==> src/rtl/dso_capture_ctrl_if.sv <==
// Capture-controller bus: command/decimator/trigger inputs and RAM/status outputs.
// The auto_trig status signal exists only when CAP_AUTO_TRIG_EN is defined.
interface dso_capture_ctrl_if #(
    parameter int ADDR_W = 9
);
    logic              start_cap;
    logic              abort_cap;
    logic [ADDR_W-1:0] trig_pos;
    logic              smpl_en;
    logic              triggered;
    logic              done_ack;
    logic              trig_en;
    logic              armed;
    logic              set_capture_done;
    logic              we;
    logic [ADDR_W-1:0] waddr;
    logic [ADDR_W-1:0] trace_end;
    logic              capture_done;
    logic              busy;
`ifdef CAP_AUTO_TRIG_EN
    logic              auto_trig;
`endif

    modport master (
        output start_cap, abort_cap, trig_pos, smpl_en, triggered, done_ack,
        input  trig_en, armed, set_capture_done, we, waddr, trace_end,
        input  capture_done, busy
`ifdef CAP_AUTO_TRIG_EN
        , input auto_trig
`endif
    );

    modport slave (
        input  start_cap, abort_cap, trig_pos, smpl_en, triggered, done_ack,
        output trig_en, armed, set_capture_done, we, waddr, trace_end,
        output capture_done, busy
`ifdef CAP_AUTO_TRIG_EN
        , output auto_trig
`endif
    );
endinterface

==> src/rtl/dso_capture_ctrl.sv <==
// DSO capture sequencer: pre-trigger fill, arm, post-trigger count, done/abort handshake.
// Optional CAP_AUTO_TRIG_EN adds a forced trigger after AUTO_TO armed writes.
module dso_capture_ctrl #(
    parameter int ADDR_W = 9
`ifdef CAP_AUTO_TRIG_EN
    , parameter int AUTO_TO = 4096
`endif
) (
    input  logic              clk,
    input  logic              rst,
    dso_capture_ctrl_if.slave bus
);
    localparam logic [2:0] S_IDLE  = 3'd0;
    localparam logic [2:0] S_FILL  = 3'd1;
    localparam logic [2:0] S_ARMED = 3'd2;
    localparam logic [2:0] S_POST  = 3'd3;
    localparam logic [2:0] S_DONE  = 3'd4;
    localparam int CW = ADDR_W + 1;
    localparam logic [CW-1:0] DEPTH = {1'b1, {ADDR_W{1'b0}}};

    logic [2:0]        state_q, state_d;
    logic [ADDR_W-1:0] pos_q, pos_d;
    logic [CW-1:0]     smpl_cnt_q, smpl_cnt_d;
    logic [ADDR_W-1:0] post_cnt_q, post_cnt_d;
    logic [ADDR_W-1:0] waddr_q, waddr_d;
    logic [ADDR_W-1:0] trace_end_q, trace_end_d;
    logic              cap_done_q, cap_done_d;
    logic              scd_q, scd_d;
    logic              trig_en_q, armed_q, busy_q;
    logic              busy_s, we_s, trig_fire;
    logic [CW-1:0]     fill_target;

    assign busy_s      = (state_q == S_FILL) || (state_q == S_ARMED) || (state_q == S_POST);
    assign we_s        = bus.smpl_en & busy_s;
    assign waddr_d     = we_s ? waddr_q + ADDR_W'(1) : waddr_q;
    // A 512-deep fill is needed when no post-trigger samples are requested.
    assign fill_target = DEPTH - {1'b0, pos_q};

`ifdef CAP_AUTO_TRIG_EN
    localparam int TW = $clog2(AUTO_TO + 1);
    logic [TW-1:0] to_cnt_q, to_cnt_d;
    logic          auto_q, auto_d;
    logic          auto_fire;

    assign auto_fire = we_s && (state_q == S_ARMED) && !bus.triggered &&
                       (to_cnt_q + TW'(1) == TW'(AUTO_TO));
    assign trig_fire = bus.triggered | auto_fire;
    assign bus.auto_trig = auto_q;
`else
    assign trig_fire = bus.triggered;
`endif

    always_comb begin
        state_d     = state_q;
        pos_d       = pos_q;
        smpl_cnt_d  = smpl_cnt_q;
        post_cnt_d  = post_cnt_q;
        trace_end_d = trace_end_q;
        cap_done_d  = cap_done_q;
        scd_d       = 1'b0;
`ifdef CAP_AUTO_TRIG_EN
        to_cnt_d    = to_cnt_q;
        auto_d      = auto_q;
`endif
        case (state_q)
            S_IDLE, S_DONE: begin
                if (bus.start_cap) begin
                    pos_d      = bus.trig_pos;
                    smpl_cnt_d = '0;
                    cap_done_d = 1'b0;
                    state_d    = S_FILL;
`ifdef CAP_AUTO_TRIG_EN
                    to_cnt_d   = '0;
                    auto_d     = 1'b0;
`endif
                end else if ((state_q == S_DONE) && bus.done_ack) begin
                    cap_done_d = 1'b0;
                    state_d    = S_IDLE;
                end
            end
            S_FILL: begin
                if (we_s) begin
                    smpl_cnt_d = smpl_cnt_q + CW'(1);
                    if (smpl_cnt_d == fill_target) state_d = S_ARMED;
                end
            end
            S_ARMED: begin
`ifdef CAP_AUTO_TRIG_EN
                if (we_s) to_cnt_d = to_cnt_q + TW'(1);
                if (auto_fire) auto_d = 1'b1;
`endif
                if (trig_fire) begin
                    post_cnt_d = '0;
                    state_d    = (pos_q == '0) ? S_DONE : S_POST;
                end
            end
            S_POST: begin
                if (we_s) begin
                    post_cnt_d = post_cnt_q + ADDR_W'(1);
                    if (post_cnt_d == pos_q) state_d = S_DONE;
                end
            end
            default: state_d = S_IDLE;
        endcase

        // Abort beats any transition computed above; the trigger flop still gets cleared.
        if (busy_s && bus.abort_cap) begin
            state_d = S_IDLE;
            scd_d   = 1'b1;
`ifdef CAP_AUTO_TRIG_EN
            auto_d  = auto_q;
`endif
        end else if ((state_d == S_DONE) && (state_q != S_DONE)) begin
            scd_d       = 1'b1;
            cap_done_d  = 1'b1;
            trace_end_d = waddr_d - ADDR_W'(1);
        end
    end

    always_ff @(posedge clk or posedge rst) begin
        if (rst) begin
            state_q     <= S_IDLE;
            pos_q       <= '0;
            smpl_cnt_q  <= '0;
            post_cnt_q  <= '0;
            waddr_q     <= '0;
            trace_end_q <= '0;
            cap_done_q  <= 1'b0;
            scd_q       <= 1'b0;
            trig_en_q   <= 1'b0;
            armed_q     <= 1'b0;
            busy_q      <= 1'b0;
        end else begin
            state_q     <= state_d;
            pos_q       <= pos_d;
            smpl_cnt_q  <= smpl_cnt_d;
            post_cnt_q  <= post_cnt_d;
            waddr_q     <= waddr_d;
            trace_end_q <= trace_end_d;
            cap_done_q  <= cap_done_d;
            scd_q       <= scd_d;
            trig_en_q   <= (state_d == S_FILL) || (state_d == S_ARMED) || (state_d == S_POST);
            armed_q     <= (state_d == S_ARMED) || (state_d == S_POST);
            busy_q      <= (state_d == S_FILL) || (state_d == S_ARMED) || (state_d == S_POST);
        end
    end

`ifdef CAP_AUTO_TRIG_EN
    always_ff @(posedge clk or posedge rst) begin
        if (rst) begin
            to_cnt_q <= '0;
            auto_q   <= 1'b0;
        end else begin
            to_cnt_q <= to_cnt_d;
            auto_q   <= auto_d;
        end
    end
`endif

    assign bus.trig_en          = trig_en_q;
    assign bus.armed            = armed_q;
    assign bus.set_capture_done = scd_q;
    assign bus.we               = we_s;
    assign bus.waddr            = waddr_q;
    assign bus.trace_end        = trace_end_q;
    assign bus.capture_done     = cap_done_q;
    assign bus.busy             = busy_q;
endmodule

==> src/flat_wrapper.sv <==
// flat-port wrapper written by rule: the top's interface ports become plain ports
module dso_capture_ctrl_flat 
#(
    parameter int ADDR_W = 9

)
  (clk, rst, bus_start_cap, bus_abort_cap, bus_trig_pos, bus_smpl_en, bus_triggered, bus_done_ack, bus_trig_en, bus_armed, bus_set_capture_done, bus_we, bus_waddr, bus_trace_end, bus_capture_done, bus_busy);
  dso_capture_ctrl_if #(.ADDR_W(ADDR_W)) bus_i ();
  input  logic clk;
  input  logic rst;
  input wire logic [$bits(bus_i.start_cap)-1:0] bus_start_cap;
  input wire logic [$bits(bus_i.abort_cap)-1:0] bus_abort_cap;
  input wire logic [$bits(bus_i.trig_pos)-1:0] bus_trig_pos;
  input wire logic [$bits(bus_i.smpl_en)-1:0] bus_smpl_en;
  input wire logic [$bits(bus_i.triggered)-1:0] bus_triggered;
  input wire logic [$bits(bus_i.done_ack)-1:0] bus_done_ack;
  output wire logic [$bits(bus_i.trig_en)-1:0] bus_trig_en;
  output wire logic [$bits(bus_i.armed)-1:0] bus_armed;
  output wire logic [$bits(bus_i.set_capture_done)-1:0] bus_set_capture_done;
  output wire logic [$bits(bus_i.we)-1:0] bus_we;
  output wire logic [$bits(bus_i.waddr)-1:0] bus_waddr;
  output wire logic [$bits(bus_i.trace_end)-1:0] bus_trace_end;
  output wire logic [$bits(bus_i.capture_done)-1:0] bus_capture_done;
  output wire logic [$bits(bus_i.busy)-1:0] bus_busy;
  assign bus_i.start_cap = bus_start_cap;
  assign bus_i.abort_cap = bus_abort_cap;
  assign bus_i.trig_pos = bus_trig_pos;
  assign bus_i.smpl_en = bus_smpl_en;
  assign bus_i.triggered = bus_triggered;
  assign bus_i.done_ack = bus_done_ack;
  assign bus_trig_en = bus_i.trig_en;
  assign bus_armed = bus_i.armed;
  assign bus_set_capture_done = bus_i.set_capture_done;
  assign bus_we = bus_i.we;
  assign bus_waddr = bus_i.waddr;
  assign bus_trace_end = bus_i.trace_end;
  assign bus_capture_done = bus_i.capture_done;
  assign bus_busy = bus_i.busy;
  dso_capture_ctrl #(.ADDR_W(ADDR_W)) u_core (.clk(clk), .rst(rst), .bus(bus_i));
endmodule
==> config.mk <==
export PLATFORM = sky130hd
export DESIGN_NAME = dso_capture_ctrl_flat
export DESIGN_NICKNAME = d
export VERILOG_FILES = /design/src/rtl/dso_capture_ctrl_if.sv /design/src/rtl/dso_capture_ctrl.sv /design/src/flat_wrapper.sv
export SDC_FILE = /design/constraint.sdc
export NUM_CORES = 1
export LEC_CHECK = 0
export ABC_AREA = 1
export BUFFER_PORTS_ARGS = -buffer_cell sky130_fd_sc_hd__buf_4
export CAP_MARGIN = 10
export CORE_UTILIZATION = 59
export DETAILED_ROUTE_END_ITERATION = 10
export GPL_TIMING_DRIVEN = 1
export PLACE_DENSITY_LB_ADDON = 0.08
export REMOVE_ABC_BUFFERS = 1
export SYNTH_ARGS = -nofsm -noshare
export SYNTH_HDL_FRONTEND = slang
export SYNTH_SLANG_ARGS = --single-unit
==> constraint.sdc <==
create_clock -name clk -period 2.8 [get_ports clk]
set_input_delay 0.28 -clock clk [delete_from_list [all_inputs] [get_ports clk]]
set_output_delay 0.28 -clock clk [all_outputs]
set_load 0.02 [all_outputs]
==> run_results.csv <==
group,metric,value,unit
yosys,yosysWarningCount,0,
yosys,synthCells,519,
die,ios,40,
pwr,ir_drop,0.390,mV
critical_path,critical-path-max-stage-delay,0.42,ns
critical_path,cp_cell_sequence,"inv_1 > ha_1 > nand2_1 > nor2_1 > nand2_1 > nor2_1 > ha_1 > nand2_1 > nand2_1 > nor3_1 > nand2_1 > nand2_1 > nand3_1 > nand2_1 > nand2_1",
timing,grt_setup_unrepaired,"no",
yosys,seq_area_frac_synth,38.3,%
critical_path,critPathMaxFanout,6,
timing,fmax,422,MHz
outcome,status,"finished, final reports clean",
yosys,ys_ff_latch,53,
grt,grt_usage,30.2,%
pwr,swShare,47.6,%
critical_path,path_depth,15,
finish,final_nets,585,
timing,tns,0,ns
clock_network,postCtsSetupRepairBufs,0,
clock_network,cts_made_buffers,5,
die,die_area,0.00618,mm^2
pwr,power_frac_comb,49.8,%
drt,wl_per_cell,13.6,um
drt,drt-total-wl,8640,um
finish,n_fill_cell,478,
yosys,ys_types,29,
grt,grt_pass1_vias,3147,
drt,vias,3459,
job,cap_violations,0,
worst_hold_path,hold_path_class,"in -> reg",
timing,hold_viol,0,
critical_path,cpMostUsedCell,"nand2_1",
timing,finalSetupViolations,0,
clock_network,cts_tree,"yes",
die,core,0.00557,mm^2
critical_path,crit_arrival,2.57,ns
clock_network,cts_max_level,2,
clock_network,clock_sinks,53,
critical_path,start_kind,"register",
place,placed_cell_area,0.00383,mm^2
drt,route.detailed.drc,0,
grt,antenna_found_initial,0,
die,rows,27,
critical_path,path_buf_inv,1,
drt,drt_iter0_markers,237,
critical_path,critical_path_required,3.01,ns
timing,max_slew_margin,61.4,%
clock_network,clk_latency,0.31,ns
finish,syn_to_final_growth,13.2,%
pwr,leakage,2.16,nW
die,die_h,78.6,um
timing,worst_pin_slew,0.577,ns
timing,report.final.slew_viol_count,0,
grt,grt_remaining_overflow,0,
clock_network,cts_buffer_depth,2,
place,place_hpwl,6610,um
finish,final_area,0.00392,mm^2
drt,antenna_left,0,
place,place_congestion,0.931,
timing,skew,0.00596,ns
yosys,syn_avg_cell_area,6.68,um^2
pwr,p_clk_share,14.0,%
timing,fin_crit_sh,84.6,%
critical_path,critPathTopFamily,"simple AND/OR/NAND/NOR gates",
pwr,p_switching,1.48,mW
grt,grt_pass1_wl,14600,um
grt,grt_max_degree,38,
clock_network,clk_pin_slew,0.10,ns
finish,layout-drive-gt1-share,11.0,%
pwr,p_per_area,792,mW/mm^2
pwr,internal_power,1.63,mW
drt,first_pass_iters,4,
timing,timing.final.crit_period,2.37,ns
critical_path,critPathKind,"reg -> reg",
clock_network,root_buffer,"clkbuf_8",
yosys,syn_area,0.00346,mm^2
critical_path,r2r_cells,15,
worst_hold_path,hold_depth,3,
finish,n_antenna_cell,0,
place,portBuffers,39,
die,die_x,78.6,um
drt,via_per_inst,5.45,
die,start_util,62.2,%
pwr,seqPwrFrac,36.2,%
critical_path,slowest_stage,"dfrtp_1",
critical_path,end_kind,"register",
## worst register-to-register path, cell delays in order, from the launching register on
cell	delay, ns
dfrtp_1	0.42
inv_1	0.16
ha_1	0.24
nand2_1	0.09
nor2_1	0.18
nand2_1	0.09
nor2_1	0.10
ha_1	0.24
nand2_1	0.08
nand2_1	0.05
nor3_1	0.26
nand2_1	0.09
nand2_1	0.06
nand3_1	0.06
nand2_1	0.08
nand2_1	0.07
## metrics by stage
stage / hold slack (ns) / instances / worst slack [ns] / util [%] / total power, mW
finish: 0.170 / 635 / 0.432 / 70.3 / 3.11
global route: 0.181 / 635 / 0.217 / 70.3 / 3.37
CTS: 0.168 / 635 / 0.450 / 70.3 / 3.09
detailed placement: 0.287 / 627 / 0.449 / 68.7 / 2.65
global placement: 0.279 / 627 / 0.564 / 68.7 / 2.62
floorplan: 0.401 / 511 / 0.346 / - / 2.17
## power by group through the flow
stage / logic (mW) / registers, mW / clock network [mW]
final: 1.55 / 1.12 / 0.434
after floorplan: 1.00 / 1.17 / 0
after CTS: 1.53 / 1.12 / 0.444
after detailed placement: 1.52 / 1.13 / 0
after global routing: 1.75 / 1.15 / 0.466
after global placement: 1.49 / 1.12 / 0
## layout make-up
type,instances,area [um^2],area share [%]
multi-input cells,383,1800,45.9
flip-flops and latches,53,1330,33.8
repair buffers,45,340,8.68
inverters,75,282,7.18
well taps,72,90.1,2.30
clock buffers,6,72.6,1.85
clock inverters,1,8.76,0.223
## cell usage after synthesis (all sizes together)
| master | number | area, um^2 |
|---|---|---|
| a21boi | 3 | 22.5 |
| a21oi | 2 | 10.0 |
| a32oi | 1 | 8.76 |
| buf | 5 | 40.0 |
| clkbuf | 3 | 15.0 |
| clkinv | 1 | 3.75 |
| dfrtp | 53 | 1330 |
| ha | 6 | 75.1 |
| inv | 74 | 278 |
| nand2 | 205 | 780 |
| nand3 | 57 | 315 |
| nand3b | 2 | 15.0 |
| nand4 | 19 | 119 |
| nor2 | 42 | 180 |
| nor3 | 2 | 10.0 |
| o21ai | 25 | 125 |
| o22ai | 10 | 62.6 |
| xnor2 | 2 | 17.5 |
| xor2 | 7 | 61.3 |
## worst paths after layout
path | from | endpoint | slack [ns]
worst max-delay path | u_core.pos_q[0] | u_core.bus.trig_en | 0.43
max in group asynchronous | rst | u_core.state_q[0] | 1.50
worst max register to register | u_core.pos_q[0] | u_core.bus.trig_en | 0.43
worst min-delay path | bus_trig_pos[6] | u_core.pos_q[6] | 0.17
min in group asynchronous | rst | u_core.smpl_cnt_q[3] | 0.49
worst min register to register | u_core.bus.trace_end[4] | u_core.bus.trace_end[4] | 0.49
## routing by layer
| layer | GRT usage [%] | up-vias | part of all wire (%) |
|---|---|---|---|
| li1 | - | 1730 | - |
| met1 | 43.7 | 1589 | 47 |
| met2 | 46.3 | 131 | 45 |
| met3 | 5.12 | 9 | 6.9 |
| met4 | 8.70 | 0 | 1.3 |
| met5 | 0 | - | 0 |
## flip-flops by register name (all words and copies together) (netlist names)
name                         flops
u_core.bus.trace_end             9
u_core.smpl_cnt_q               10
u_core.state_q                   3
u_core.post_cnt_q                9
u_core.bus.set_capture_done      1
u_core.bus.capture_done          1
u_core.bus.waddr                 9
u_core.bus.armed                 1
u_core.pos_q                     9
u_core.bus.trig_en               1
## what timing repair did
action                    in CTS  in global routing
gates resized for setup        0                  0
hold buffers                   1                  0
hold endpoints to repair      16                  0
## cells in the final DEF, fill, tap and decap left out
cell type	instances
a21boi_0	3
a21oi_1	2
a32oi_1	1
buf_4	44
clkbuf_1	1
clkbuf_8	5
clkinv_1	1
clkinv_4	1
dfrtp_1	53
dlygate4sd3_1	1
ha_1	6
inv_1	72
inv_2	2
nand2_1	203
nand2_2	1
nand2_4	1
nand3_1	54
nand3_2	1
nand3_4	2
nand3b_1	2
nand4_1	19
nor2_1	37
nor2_2	3
nor2_4	2
nor3_1	2
o21ai_0	25
o22ai_1	10
xnor2_1	2
xor2_1	7
## cell families after synthesis
family                     count (synthesis)  synth area share (%)
DFF                                       53                  38.3
adders and majority gates                  6                  2.17
buffers and inverters                     83                  9.71
AOI/OAI and AO/OA                         41                  6.61
and+or+nand+nor                          327                  41.0
xor gates and xnor gates                   9                  2.28
Power figures use the tool's default switching activity.
